File: config.mk
export PLATFORM = sky130hd
export DESIGN_NAME = mem_arbiter
export DESIGN_NICKNAME = d
export VERILOG_FILES = /design/src/rtl/mem_arb_pkg.sv /design/src/rtl/mem_arb_grant.sv /design/src/rtl/mem_arbiter.sv
export SDC_FILE = /design/constraint.sdc
export NUM_CORES = 1
export LEC_CHECK = 0
export CAP_MARGIN = 0
export CORE_AREA = 8 8 185 187
export DETAILED_ROUTE_END_ITERATION = 12
export DIE_AREA = 0 0 193 195
export DONT_BUFFER_PORTS = 1
export PLACE_DENSITY = 0.54
export SLEW_MARGIN = 15
export SYNTH_ARGS = -nofsm -noshare
export SYNTH_HDL_FRONTEND = slang
export SYNTH_HIERARCHICAL = 1
export SYNTH_SLANG_ARGS = --single-unit
File: constraint.sdc
create_clock -name clk -period 9.3 [get_ports clk]
set_clock_uncertainty 0.2 [all_clocks]
set_input_delay 0.93 -clock clk [delete_from_list [all_inputs] [get_ports clk]]
set_output_delay 0.93 -clock clk [all_outputs]
set_load 0.02 [all_outputs]
File: src/rtl/mem_arb_pkg.sv
// rtl/mem_arb_pkg.sv - shared FSM/owner encodings and fetch-word helper for mem_arbiter
package mem_arb_pkg;

    localparam logic [1:0] IDLE = 2'd0;
    localparam logic [1:0] BUSY = 2'd1;
    localparam logic [1:0] RESP = 2'd2;

    localparam logic OWN_I = 1'b0;
    localparam logic OWN_D = 1'b1;

    function automatic logic [31:0] fetch_word(input logic [63:0] word, input logic hi);
        return hi ? word[63:32] : word[31:0];
    endfunction

endpackage

File: src/rtl/mem_arb_grant.sv
// rtl/mem_arb_grant.sv - grant decision; round-robin on conflict when MEM_ARB_RR_EN is defined
module mem_arb_grant
    import mem_arb_pkg::*;
(
    input  logic i_req,
    input  logic d_req,
    input  logic rr_ptr,
    output logic grant_valid,
    output logic grant_owner
);

    assign grant_valid = i_req | d_req;

`ifdef MEM_ARB_RR_EN
    // rr_ptr holds the owner served last, so a conflict goes to the other one
    always_comb begin
        grant_owner = OWN_I;
        if (i_req && d_req)
            grant_owner = ~rr_ptr;
        else if (d_req)
            grant_owner = OWN_D;
    end
`else
    logic unused_rr;
    assign unused_rr = rr_ptr;

    always_comb begin
        grant_owner = OWN_I;
        if (d_req)
            grant_owner = OWN_D;
    end
`endif

endmodule

File: src/rtl/mem_arbiter.sv
// rtl/mem_arbiter.sv - fetch/data arbiter onto one memory port; MEM_ARB_RR_EN selects round-robin
module mem_arbiter
    import mem_arb_pkg::*;
#(
    parameter int ADDR_W  = 64,
    parameter int DATA_W  = 64,
    parameter int LATENCY = 1
) (
    input  logic              clk,
    input  logic              rst,
    input  logic              i_req,
    input  logic [ADDR_W-1:0] i_addr,
    output logic [31:0]       i_rdata,
    output logic              i_ack,
    input  logic              d_req,
    input  logic              d_we,
    input  logic [ADDR_W-1:0] d_addr,
    input  logic [DATA_W-1:0] d_wdata,
    output logic [DATA_W-1:0] d_rdata,
    output logic              d_ack,
    output logic [ADDR_W-1:0] m_addr,
    output logic [DATA_W-1:0] m_wdata,
    output logic              m_we,
    output logic              m_re,
    input  logic [DATA_W-1:0] m_rdata
);

    localparam logic [3:0] LAST_CNT = 4'(LATENCY - 1);

    logic [1:0]        state;
    logic [3:0]        cnt;
    logic              owner;
    logic              we_q;
    logic [ADDR_W-1:0] addr_q;
    logic [DATA_W-1:0] wdata_q;
    logic [31:0]       i_rdata_q;
    logic [DATA_W-1:0] d_rdata_q;
    logic              rr_ptr;
    logic              grant_valid;
    logic              grant_owner;
    logic              busy;

    mem_arb_grant u_grant (
        .i_req       (i_req),
        .d_req       (d_req),
        .rr_ptr      (rr_ptr),
        .grant_valid (grant_valid),
        .grant_owner (grant_owner)
    );

`ifdef MEM_ARB_RR_EN
    logic rr_q;

    always_ff @(posedge clk or posedge rst) begin
        if (rst)
            rr_q <= OWN_I;
        else if (state == IDLE && grant_valid)
            rr_q <= grant_owner;
    end

    assign rr_ptr = rr_q;
`else
    assign rr_ptr = OWN_I;
`endif

    always_ff @(posedge clk or posedge rst) begin
        if (rst) begin
            state     <= IDLE;
            cnt       <= '0;
            owner     <= OWN_I;
            we_q      <= 1'b0;
            addr_q    <= '0;
            wdata_q   <= '0;
            i_rdata_q <= '0;
            d_rdata_q <= '0;
        end else begin
            case (state)
                IDLE: begin
                    if (grant_valid) begin
                        state   <= BUSY;
                        cnt     <= '0;
                        owner   <= grant_owner;
                        we_q    <= (grant_owner == OWN_D) && d_we;
                        addr_q  <= (grant_owner == OWN_D) ? d_addr : i_addr;
                        wdata_q <= (grant_owner == OWN_D) ? d_wdata : '0;
                    end
                end
                BUSY: begin
                    if (cnt == LAST_CNT) begin
                        state <= RESP;
                        // Writes return nothing, so d_rdata keeps the last read value
                        if (owner == OWN_I)
                            i_rdata_q <= fetch_word(m_rdata[63:0], addr_q[2]);
                        else if (!we_q)
                            d_rdata_q <= m_rdata;
                    end else begin
                        cnt <= cnt + 4'd1;
                    end
                end
                RESP:    state <= IDLE;
                default: state <= IDLE;
            endcase
        end
    end

    assign busy    = (state == BUSY);
    assign m_addr  = busy ? addr_q : '0;
    assign m_wdata = busy ? wdata_q : '0;
    assign m_we    = busy && (owner == OWN_D) && we_q;
    assign m_re    = busy && !m_we;

    assign i_ack   = (state == RESP) && (owner == OWN_I);
    assign d_ack   = (state == RESP) && (owner == OWN_D);
    assign i_rdata = i_rdata_q;
    assign d_rdata = d_rdata_q;

endmodule

==> report_table.html, run 1 <==
<table>
<tr><th>Metric</th><th>Value</th></tr>
<tr><th colspan="2">Power</th></tr>
<tr><td>Power per unit of standard cell area</td><td>404.4 nW/um2</td></tr>
<tr><td>Peak VDD IR</td><td>0.0001838 V</td></tr>
<tr><td>Logic gate share of total power</td><td>roughly a third</td></tr>
<tr><td>Part of the power in the clock network</td><td>21.9%</td></tr>
<tr><td>Internal Dissipation</td><td>2.835 mW</td></tr>
<tr><td>Net switching share of the total power</td><td>a little over two fifths</td></tr>
<tr><td>Sequential share of power</td><td>44.8%</td></tr>
<tr><td>Net switching power of the design</td><td>2.029 mW</td></tr>
<tr><td>Leakage power</td><td>5.802 nW</td></tr>
<tr><th colspan="2">Cells and area</th></tr>
<tr><td>Area occupied by multi-input gates</td><td>4722 um2</td></tr>
<tr><td>Synth-to-Final Area Change</td><td>9.876%</td></tr>
<tr><td>Count of non-filler cells in the finished layout</td><td>1372</td></tr>
<tr><td>Number of diodes added for antenna fixing</td><td>0</td></tr>
<tr><td>Area occupied by registers</td><td>5807 um2</td></tr>
<tr><td>Final layout net count</td><td>about 1200</td></tr>
<tr><td>Fillcell total</td><td>3076</td></tr>
<tr><td>Share of post-route cells with drive strength above 1</td><td>18.25%</td></tr>
<tr><th colspan="2">GRT</th></tr>
<tr><td>Global-route wire length before repair</td><td>~48000 um</td></tr>
<tr><td>Number of global-route vias before repair</td><td>7419</td></tr>
<tr><td>Number of antenna violations at the first check in global routing</td><td>0</td></tr>
<tr><td>Sum of overflow across all layers after global routing</td><td>0</td></tr>
<tr><td>Largest net degree at the start of global routing</td><td>132</td></tr>
<tr><td>GRT Overall Usage</td><td>16.58%</td></tr>
<tr><th colspan="2">Clock tree</th></tr>
<tr><td>Clock latency on the worst-skew pair</td><td>0.53 ns</td></tr>
<tr><td>Number of clock sinks seen by CTS</td><td>about 230</td></tr>
<tr><td>Root Buffer Master</td><td>sky130_fd_sc_hd__clkbuf_16</td></tr>
<tr><td>Setup Buffers After CTS</td><td>0</td></tr>
<tr><td>Clock-pin slew on the worst setup and hold paths</td><td>0.06 ns</td></tr>
<tr><td>Cts bufs inserted</td><td>27</td></tr>
<tr><td>Count of instances resized after the clock tree is built</td><td>0</td></tr>
<tr><td>Max clock buf depth</td><td>3</td></tr>
<tr><td>Maximum level of the CTS H-tree</td><td>1</td></tr>
<tr><td>Clock tree from TritonCTS</td><td>built</td></tr>
<tr><td>Number of buffers inserted for hold repair after clock tree synthesis</td><td>0</td></tr>
<tr><th colspan="2">Routing</th></tr>
<tr><td>Vias</td><td>6876</td></tr>
<tr><td>Post-Route WL</td><td>32890 um</td></tr>
<tr><td>Iteration-0 DRC count of the detailed router</td><td>346</td></tr>
<tr><td>Wire length per cell after detailed routing</td><td>around 24 um</td></tr>
<tr><td>Final antenna-violating net count</td><td>0</td></tr>
<tr><td>Final routed DRC violation total</td><td>0</td></tr>
<tr><td>Number of optimization iterations in the first detailed-route pass</td><td>4</td></tr>
<tr><td>DR vias/cell</td><td>5.012</td></tr>
<tr><th colspan="2">Place</th></tr>
<tr><td>Count of buffers from port buffering</td><td>0</td></tr>
<tr><td>Cell count after placement</td><td>1322</td></tr>
<tr><td>Global placement routability congestion</td><td>roughly 0.73</td></tr>
<tr><td>Post-detailed-placement half-perimeter wirelength</td><td>24000 um</td></tr>
<tr><td>Place WS</td><td>about 5.7 ns</td></tr>
<tr><th colspan="2">Floorplan</th></tr>
<tr><td>Horiz. Die Dim</td><td>slightly below 200 um</td></tr>
<tr><td>Core outline area</td><td>around 31000 um2</td></tr>
<tr><td>Die Ht</td><td>~200 um</td></tr>
<tr><td>Initial core utilization</td><td>35.05%</td></tr>
<tr><td>Die outline area</td><td>37640 um2</td></tr>
<tr><td>Number of I/O pins</td><td>489</td></tr>
<tr><td>Row count</td><td>65</td></tr>
<tr><th colspan="2">Yosys</th></tr>
<tr><td>Post-synthesis instance area</td><td>~11000 um2</td></tr>
<tr><td>Number of warning messages in the yosys log</td><td>6</td></tr>
<tr><td>Number of instances in the synthesized netlist</td><td>985</td></tr>
<tr><td>Mapped Avg Cell Area</td><td>11.11 um2</td></tr>
<tr><td>Number of nets produced by synthesis</td><td>between 1000 and 1500</td></tr>
<tr><th colspan="2">STA</th></tr>
<tr><td>RSZ-0062 raised after global routing</td><td>no</td></tr>
<tr><td>Number of setup violations in the final report</td><td>0</td></tr>
<tr><td>Worst Hold Slack</td><td>0.2100 ns</td></tr>
<tr><td>Sum of negative setup slack</td><td>0 ns</td></tr>
<tr><td>Crit share post-route</td><td>a little over two fifths</td></tr>
<tr><td>Time the worst path needs with I/O delays and setup</td><td>between 3 and 4 ns</td></tr>
<tr><td>Final worst slack</td><td>5.428 ns</td></tr>
<tr><td>Relative max-transition margin</td><td>28.64%</td></tr>
<tr><td>Final Max Tran Viols</td><td>0</td></tr>
<tr><td>Peak Freq</td><td>258.3 MHz</td></tr>
<tr><td>Transition time at the pin with the least slew margin</td><td>about 1.1 ns</td></tr>
<tr><td>Number of endpoints with negative hold slack in the final report</td><td>0</td></tr>
<tr><th colspan="2">Flow run</th></tr>
<tr><td>Max Cap Violations</td><td>0</td></tr>
<tr><th colspan="2">Worst setup path</th></tr>
<tr><td>Worst r2r path cells</td><td>4</td></tr>
<tr><td>Sort of element at the start of the critical path</td><td>flop</td></tr>
<tr><td>Worst-path fanout max</td><td>between 100 and 150</td></tr>
<tr><td>Crit-path cells</td><td>and2b_4 &gt; buf_4 &gt; and2_1</td></tr>
<tr><td>Worst Path Required</td><td>8.17 ns</td></tr>
<tr><td>Crit Path Class</td><td>reg2out</td></tr>
<tr><td>Buffers and inverters on the worst path</td><td>1</td></tr>
<tr><td>Worst path top cell family by delay</td><td>simple AND/OR/NAND/NOR gates</td></tr>
<tr><td>Endpoint class of the critical path</td><td>output pin</td></tr>
<tr><td>Arr. time, crit path</td><td>2.74 ns</td></tr>
<tr><td>Crit path max-delay cell type</td><td>sky130_fd_sc_hd__buf_4</td></tr>
<tr><td>Total stage count of the critical path</td><td>3</td></tr>
<tr><td>Crit-path max cell delay</td><td>roughly 0.7 ns</td></tr>
<tr><th colspan="2">Run status</th></tr>
<tr><td>Status</td><td>completed</td></tr>
<tr><th colspan="2">Hold path</th></tr>
<tr><td>Type of the worst min-delay path</td><td>in2async</td></tr>
</table>
per-stage QoR:
step	cell area (um2)	power [mW]	utilization, %
2_1_floorplan	10950	3.481	-
3_3_place_gp	11120	3.826	35.61
3_5_place_dp	11120	3.856	35.61
4_1_cts	12030	4.951	38.51
5_1_grt	12030	5.189	38.51
6_report	12030	4.864	38.51
final cells by class:
type / instances / share of cell area [%]
inverters: 4 / 0.1872
multi-input cells: 675 / 39.26
repair buffers: 9 / 0.5617
well taps: 402 / 4.182
clock buffers: 41 / 6.637
flip-flops and latches: 232 / 48.28
clock inverters: 9 / 0.8946
power by group through the flow:
| stage | Sequential [mW] | Clock (mW) | Combinational (mW) |
|---|---|---|---|
| after floorplan | 2.01 | 0 | 1.47 |
| after global placement | 2.19 | 0 | 1.63 |
| after detailed placement | 2.20 | 0 | 1.65 |
| after CTS | 2.19 | 1.10 | 1.66 |
| after global routing | 2.26 | 1.15 | 1.78 |
| final | 2.18 | 1.07 | 1.62 |
final timing paths:
path	from	end	slack [ns]
max	state[1]	m_wdata[32]	5.43
min	rst	i_rdata[27]	0.21
max reg2reg	state[0]	addr_q[36]	6.50
min reg2reg	wdata_q[20]	wdata_q[20]	0.25
max in group asynchronous	rst	wdata_q[47]	7.31
min in group clk	wdata_q[20]	wdata_q[20]	0.25
sequential cells by signal (all words and copies together), names as in the netlist:
name     cells
owner        1
state        2
wdata_q     64
cnt          4
we_q         1
i_rdata     32
d_rdata     64
addr_q      64
routing by layer:
| layer | wire length [um] | track usage, % | part of all wire, % | vias to the layer above |
|---|---|---|---|---|
| li1 | - | - | - | 3212 |
| met1 | 12000 | 18.10 | 36 | 3287 |
| met2 | 16010 | 28.56 | 49 | 338 |
| met3 | 4241 | 7.805 | 13 | 39 |
| met4 | 637 | 4.161 | 1.9 | 0 |
| met5 | 0 | 0 | 0 | - |
cell usage in the layout, fill, tap and decap left out, drive strengths merged:
cell type and n:
dfrtp 232, nand2 197, and2 128, mux2 128, nand3 68, o21ai 66
mux2i 64, clkbuf 41, buf 9, inv 6, nor3b 4, clkinv 3
nor2 2, a21oi 2, ha 2, clkinvlp 2, bufinv 2, or3b 2
and2b 1, nor2b 1, and3 1, nand2b 1, and3b 1, nand4b 1
xnor2 1, a22o 1, o211ai 1, nor4b 1, a211o 1, or2 1
Note: power is estimated with default switching activity, not from simulation.
==> inputs of run 2 (changes only) <==
==> constraint.sdc (replaced) <==
create_clock -name clk -period 3.9 [get_ports clk]
set_clock_uncertainty 0.2 [all_clocks]
set_input_delay 0.39 -clock clk [delete_from_list [all_inputs] [get_ports clk]]
set_output_delay 0.39 -clock clk [all_outputs]
set_load 0.02 [all_outputs]
==> report_table.html, run 2 (synthesized netlist as in run 1, its figures left out) <==
<table>
<tr><th>Metric</th><th>Value</th></tr>
<tr><th colspan="2">Run status</th></tr>
<tr><td>Status</td><td>completed</td></tr>
<tr><th colspan="2">Worst setup path</th></tr>
<tr><td>Crit-path cells</td><td>and2b_4 &gt; buf_4 &gt; and2_1</td></tr>
<tr><td>Worst r2r path cells</td><td>3 (-1)</td></tr>
<tr><td>Worst Path Required</td><td>3.31 ns (-4.86 ns)</td></tr>
<tr><td>Crit Path Class</td><td>reg2out</td></tr>
<tr><td>Crit-path max cell delay</td><td>0.65 ns (-0.07 ns)</td></tr>
<tr><td>Worst flop-to-flop path startpoint</td><td>state[1]</td></tr>
<tr><td>Endpoint of the most critical register-to-register path</td><td>i_rdata[13]</td></tr>
<tr><td>Flop-to-flop setup slack</td><td>1.22 ns (-5.28 ns)</td></tr>
<tr><td>Crit path max-delay cell type</td><td>sky130_fd_sc_hd__buf_4</td></tr>
<tr><td>Worst-path fanout max</td><td>94 (-13%)</td></tr>
<tr><td>Endpoint class of the critical path</td><td>output pin</td></tr>
<tr><td>Arr. time, crit path</td><td>2.64 ns (-0.10 ns)</td></tr>
<tr><td>Sort of element at the start of the critical path</td><td>flop</td></tr>
<tr><th colspan="2">STA</th></tr>
<tr><td>RSZ-0062 raised after global routing</td><td>no</td></tr>
<tr><td>Peak Freq</td><td>about 300 MHz</td></tr>
<tr><td>Relative max-transition margin</td><td>41.82% (+13 points)</td></tr>
<tr><td>Number of endpoints with negative hold slack in the final report</td><td>0 (unchanged)</td></tr>
<tr><td>Sum of negative setup slack</td><td>0 ns (unchanged)</td></tr>
<tr><td>Final Max Tran Viols</td><td>0 (unchanged)</td></tr>
<tr><td>Time the worst path needs with I/O delays and setup</td><td>~3.2 ns</td></tr>
<tr><td>Transition time at the pin with the least slew margin</td><td>0.8727 ns (-0.1966 ns)</td></tr>
<tr><td>Crit share post-route</td><td>82.95%</td></tr>
<tr><td>Number of setup violations in the final report</td><td>0 (unchanged)</td></tr>
<tr><td>Worst Hold Slack</td><td>0.03347 ns (-0.1765 ns)</td></tr>
<tr><th colspan="2">Place</th></tr>
<tr><td>Count of buffers from port buffering</td><td>0 (unchanged)</td></tr>
<tr><td>Standard cell area after detailed placement</td><td>11180 um2 (+0.51%)</td></tr>
<tr><td>Post-detailed-placement half-perimeter wirelength</td><td>23200 um (-3.3%)</td></tr>
<tr><td>Global placement routability congestion</td><td>0.7469 (+2.2%)</td></tr>
<tr><th colspan="2">Floorplan</th></tr>
<tr><td>Die Ht</td><td>195 um (unchanged)</td></tr>
<tr><td>Core outline area</td><td>31230 um2 (unchanged)</td></tr>
<tr><td>Initial core utilization</td><td>35.05% (unchanged)</td></tr>
<tr><td>Die outline area</td><td>37640 um2 (unchanged)</td></tr>
<tr><td>Number of I/O pins</td><td>489 (unchanged)</td></tr>
<tr><td>Row count</td><td>65 (unchanged)</td></tr>
<tr><td>Horiz. Die Dim</td><td>193 um (unchanged)</td></tr>
<tr><th colspan="2">GRT</th></tr>
<tr><td>GRT Overall Usage</td><td>17.61% (+1.0 points)</td></tr>
<tr><td>Sum of overflow across all layers after global routing</td><td>0 (unchanged)</td></tr>
<tr><td>Global-route wire length before repair</td><td>52830 um (+9.0%)</td></tr>
<tr><td>Number of global-route vias before repair</td><td>8829 (+19%)</td></tr>
<tr><td>Largest net degree at the start of global routing</td><td>130 (-1.5%)</td></tr>
<tr><td>Number of antenna violations at the first check in global routing</td><td>3 (+3)</td></tr>
<tr><th colspan="2">Power</th></tr>
<tr><td>Power per unit of standard cell area</td><td>809.9 nW/um2 (+100%)</td></tr>
<tr><td>Leakage power</td><td>6.901 nW (+19%)</td></tr>
<tr><td>Peak VDD IR</td><td>0.0003679 V (+100%)</td></tr>
<tr><td>Total power consumption of the routed design</td><td>11.88 mW (+140%)</td></tr>
<tr><th colspan="2">Clock tree</th></tr>
<tr><td>Count of instances resized after the clock tree is built</td><td>0 (unchanged)</td></tr>
<tr><td>Clock tree from TritonCTS</td><td>built</td></tr>
<tr><td>Clock latency on the worst-skew pair</td><td>0.52 ns (about the same)</td></tr>
<tr><td>Cts bufs inserted</td><td>27 (unchanged)</td></tr>
<tr><td>Maximum level of the CTS H-tree</td><td>1 (unchanged)</td></tr>
<tr><td>Max clock buf depth</td><td>3 (unchanged)</td></tr>
<tr><td>Number of clock sinks seen by CTS</td><td>232 (unchanged)</td></tr>
<tr><td>Clock-pin slew on the worst setup and hold paths</td><td>0.06 ns (about the same)</td></tr>
<tr><td>Root Buffer Master</td><td>sky130_fd_sc_hd__clkbuf_16</td></tr>
<tr><th colspan="2">Routing</th></tr>
<tr><td>DR vias/cell</td><td>4.937 (-1.5%)</td></tr>
<tr><td>Iteration-0 DRC count of the detailed router</td><td>351 (+1.4%)</td></tr>
<tr><td>Final routed DRC violation total</td><td>0 (unchanged)</td></tr>
<tr><td>Vias</td><td>8037 (+17%)</td></tr>
<tr><td>Wire length per cell after detailed routing</td><td>21.28 um (-11%)</td></tr>
<tr><td>Number of optimization iterations in the first detailed-route pass</td><td>6 (+2)</td></tr>
<tr><td>Post-Route WL</td><td>34650 um (+5.3%)</td></tr>
<tr><td>Final antenna-violating net count</td><td>0 (unchanged)</td></tr>
<tr><th colspan="2">Cells and area</th></tr>
<tr><td>Final layout net count</td><td>1468 (+21%)</td></tr>
<tr><td>Share of post-route cells with drive strength above 1</td><td>14.22% (-4.0 points)</td></tr>
<tr><td>Commonest non-fill, non-tap cells in the layout</td><td>sky130_fd_sc_hd__dlygate4sd3_1 (257), sky130_fd_sc_hd__dfrtp_1 (231), sky130_fd_sc_hd__nand2_1 (197), sky130_fd_sc_hd__and2_1 (128), sky130_fd_sc_hd__nand3_1 (67)</td></tr>
<tr><td>Fillcell total</td><td>2803 (-8.9%)</td></tr>
<tr><td>Most common library cell in the layout ignoring fill and taps</td><td>sky130_fd_sc_hd__dlygate4sd3_1</td></tr>
<tr><td>Total non-filler cell area in the finished layout</td><td>14670 um2 (+22%)</td></tr>
<tr><td>Synth-to-Final Area Change</td><td>33.98%</td></tr>
<tr><th colspan="2">Hold path</th></tr>
<tr><td>Number of cells on the worst hold path</td><td>2</td></tr>
<tr><td>Min-Delay Endpoint</td><td>addr_q[2]</td></tr>
<tr><td>Type of the worst min-delay path</td><td>in2reg</td></tr>
<tr><td>Launch instance of the worst min-delay path</td><td>d_addr[2]</td></tr>
<tr><th colspan="2">Flow run</th></tr>
<tr><td>Max Cap Violations</td><td>0 (unchanged)</td></tr>
</table>
==> run 2: cell types whose count changed in the layout (fill, tap and decap cells not counted) <==
cell | previous run | this run
sky130_fd_sc_hd__buf_12 | 0 | 6
sky130_fd_sc_hd__buf_16 | 0 | 1
sky130_fd_sc_hd__buf_4 | 9 | 1
sky130_fd_sc_hd__clkinv_2 | 3 | 5
sky130_fd_sc_hd__clkinvlp_4 | 2 | 1
sky130_fd_sc_hd__diode_2 | 0 | 2
sky130_fd_sc_hd__dlygate4sd3_1 | 0 | 257
sky130_fd_sc_hd__inv_6 | 2 | 0
sky130_fd_sc_hd__inv_8 | 1 | 0
==> run 2: worst max-delay path: cells and delay by family (launching register included) <==
kind | cells | cell delay [ns]
simple gates | 2 | 0.94
flops | 1 | 0.44
buf+inv | 1 | 0.65
==> run 2: how the worst max path moves through the flow <==
stage | from | to | slack, ns | cells past startpoint
after CTS | state[1] | m_addr[10] | 0.62 | 3
after global placement | state[1] | i_rdata[8] | 1.18 | 3
after global routing | state[1] | m_wdata[13] | 0.49 | 3
after detailed placement | state[1] | i_rdata[13] | 1.16 | 3
final | state[1] | m_wdata[44] | 0.67 | 3
after floorplan | rst | addr_q[0] | 0.27 | 1
==> run 2: final cells by class <==
| cell class | instances | area [um2] | area share [%] |
|---|---|---|---|
| diodes | 2 | 5.005 | 0.03412 |
| clock buffers | 41 | 798.3 | 5.443 |
| clock inverters | 7 | 85.08 | 0.5801 |
| inverters | 4 | 18.77 | 0.1280 |
| multi-input cells | 675 | 4722 | 32.20 |
| flip-flops and latches | 232 | 5807 | 39.59 |
| well taps | 402 | 503.0 | 3.429 |
| repair buffers | 265 | 2728 | 18.60 |
==> run 2: timing repair <==
item | in CTS | in global routing
endpoints found under the setup margin | 0 | 0
hold buffers | 258 | 0
setup buffers | 0 | 0
hold endpoints to repair | 458 | 0
==> run 2: where the power goes <==
group | internal, mW | leakage [nW] | total (mW) | switching [mW]
Sequential | 3.63 | 2.84 | 5.21 | 1.58
Combinational | 1.81 | 3.62 | 4.18 | 2.36
Clock | 1.53 | 0.439 | 2.49 | 0.963
Total | 6.98 | 6.90 | 11.9 | 4.90
==> run 2: per-layer routing <==
| metal | vias up | share of wire (%) | global-route usage [%] | wire, um |
|---|---|---|---|---|
| li1 | 3741 | - | - | - |
| met5 | - | 0 | 0 | 0 |
| met4 | 0 | 2.1 | 4.332 | 733 |
| met1 | 3887 | 38 | 20.02 | 13090 |
| met3 | 43 | 11 | 6.468 | 3699 |
| met2 | 366 | 49 | 30.81 | 17120 |
==> run 2: per-stage QoR <==
step / setup slack, ns / utilization, % / instances
2_1_floorplan: 0.2741 / - / 985
3_3_place_gp: 1.176 / 35.79 / 1320
3_5_place_dp: 1.165 / 35.79 / 1320
4_1_cts: 0.6197 / 46.95 / 1626
5_1_grt: 0.4850 / 46.96 / 1628
6_report: 0.6651 / 46.96 / 1628
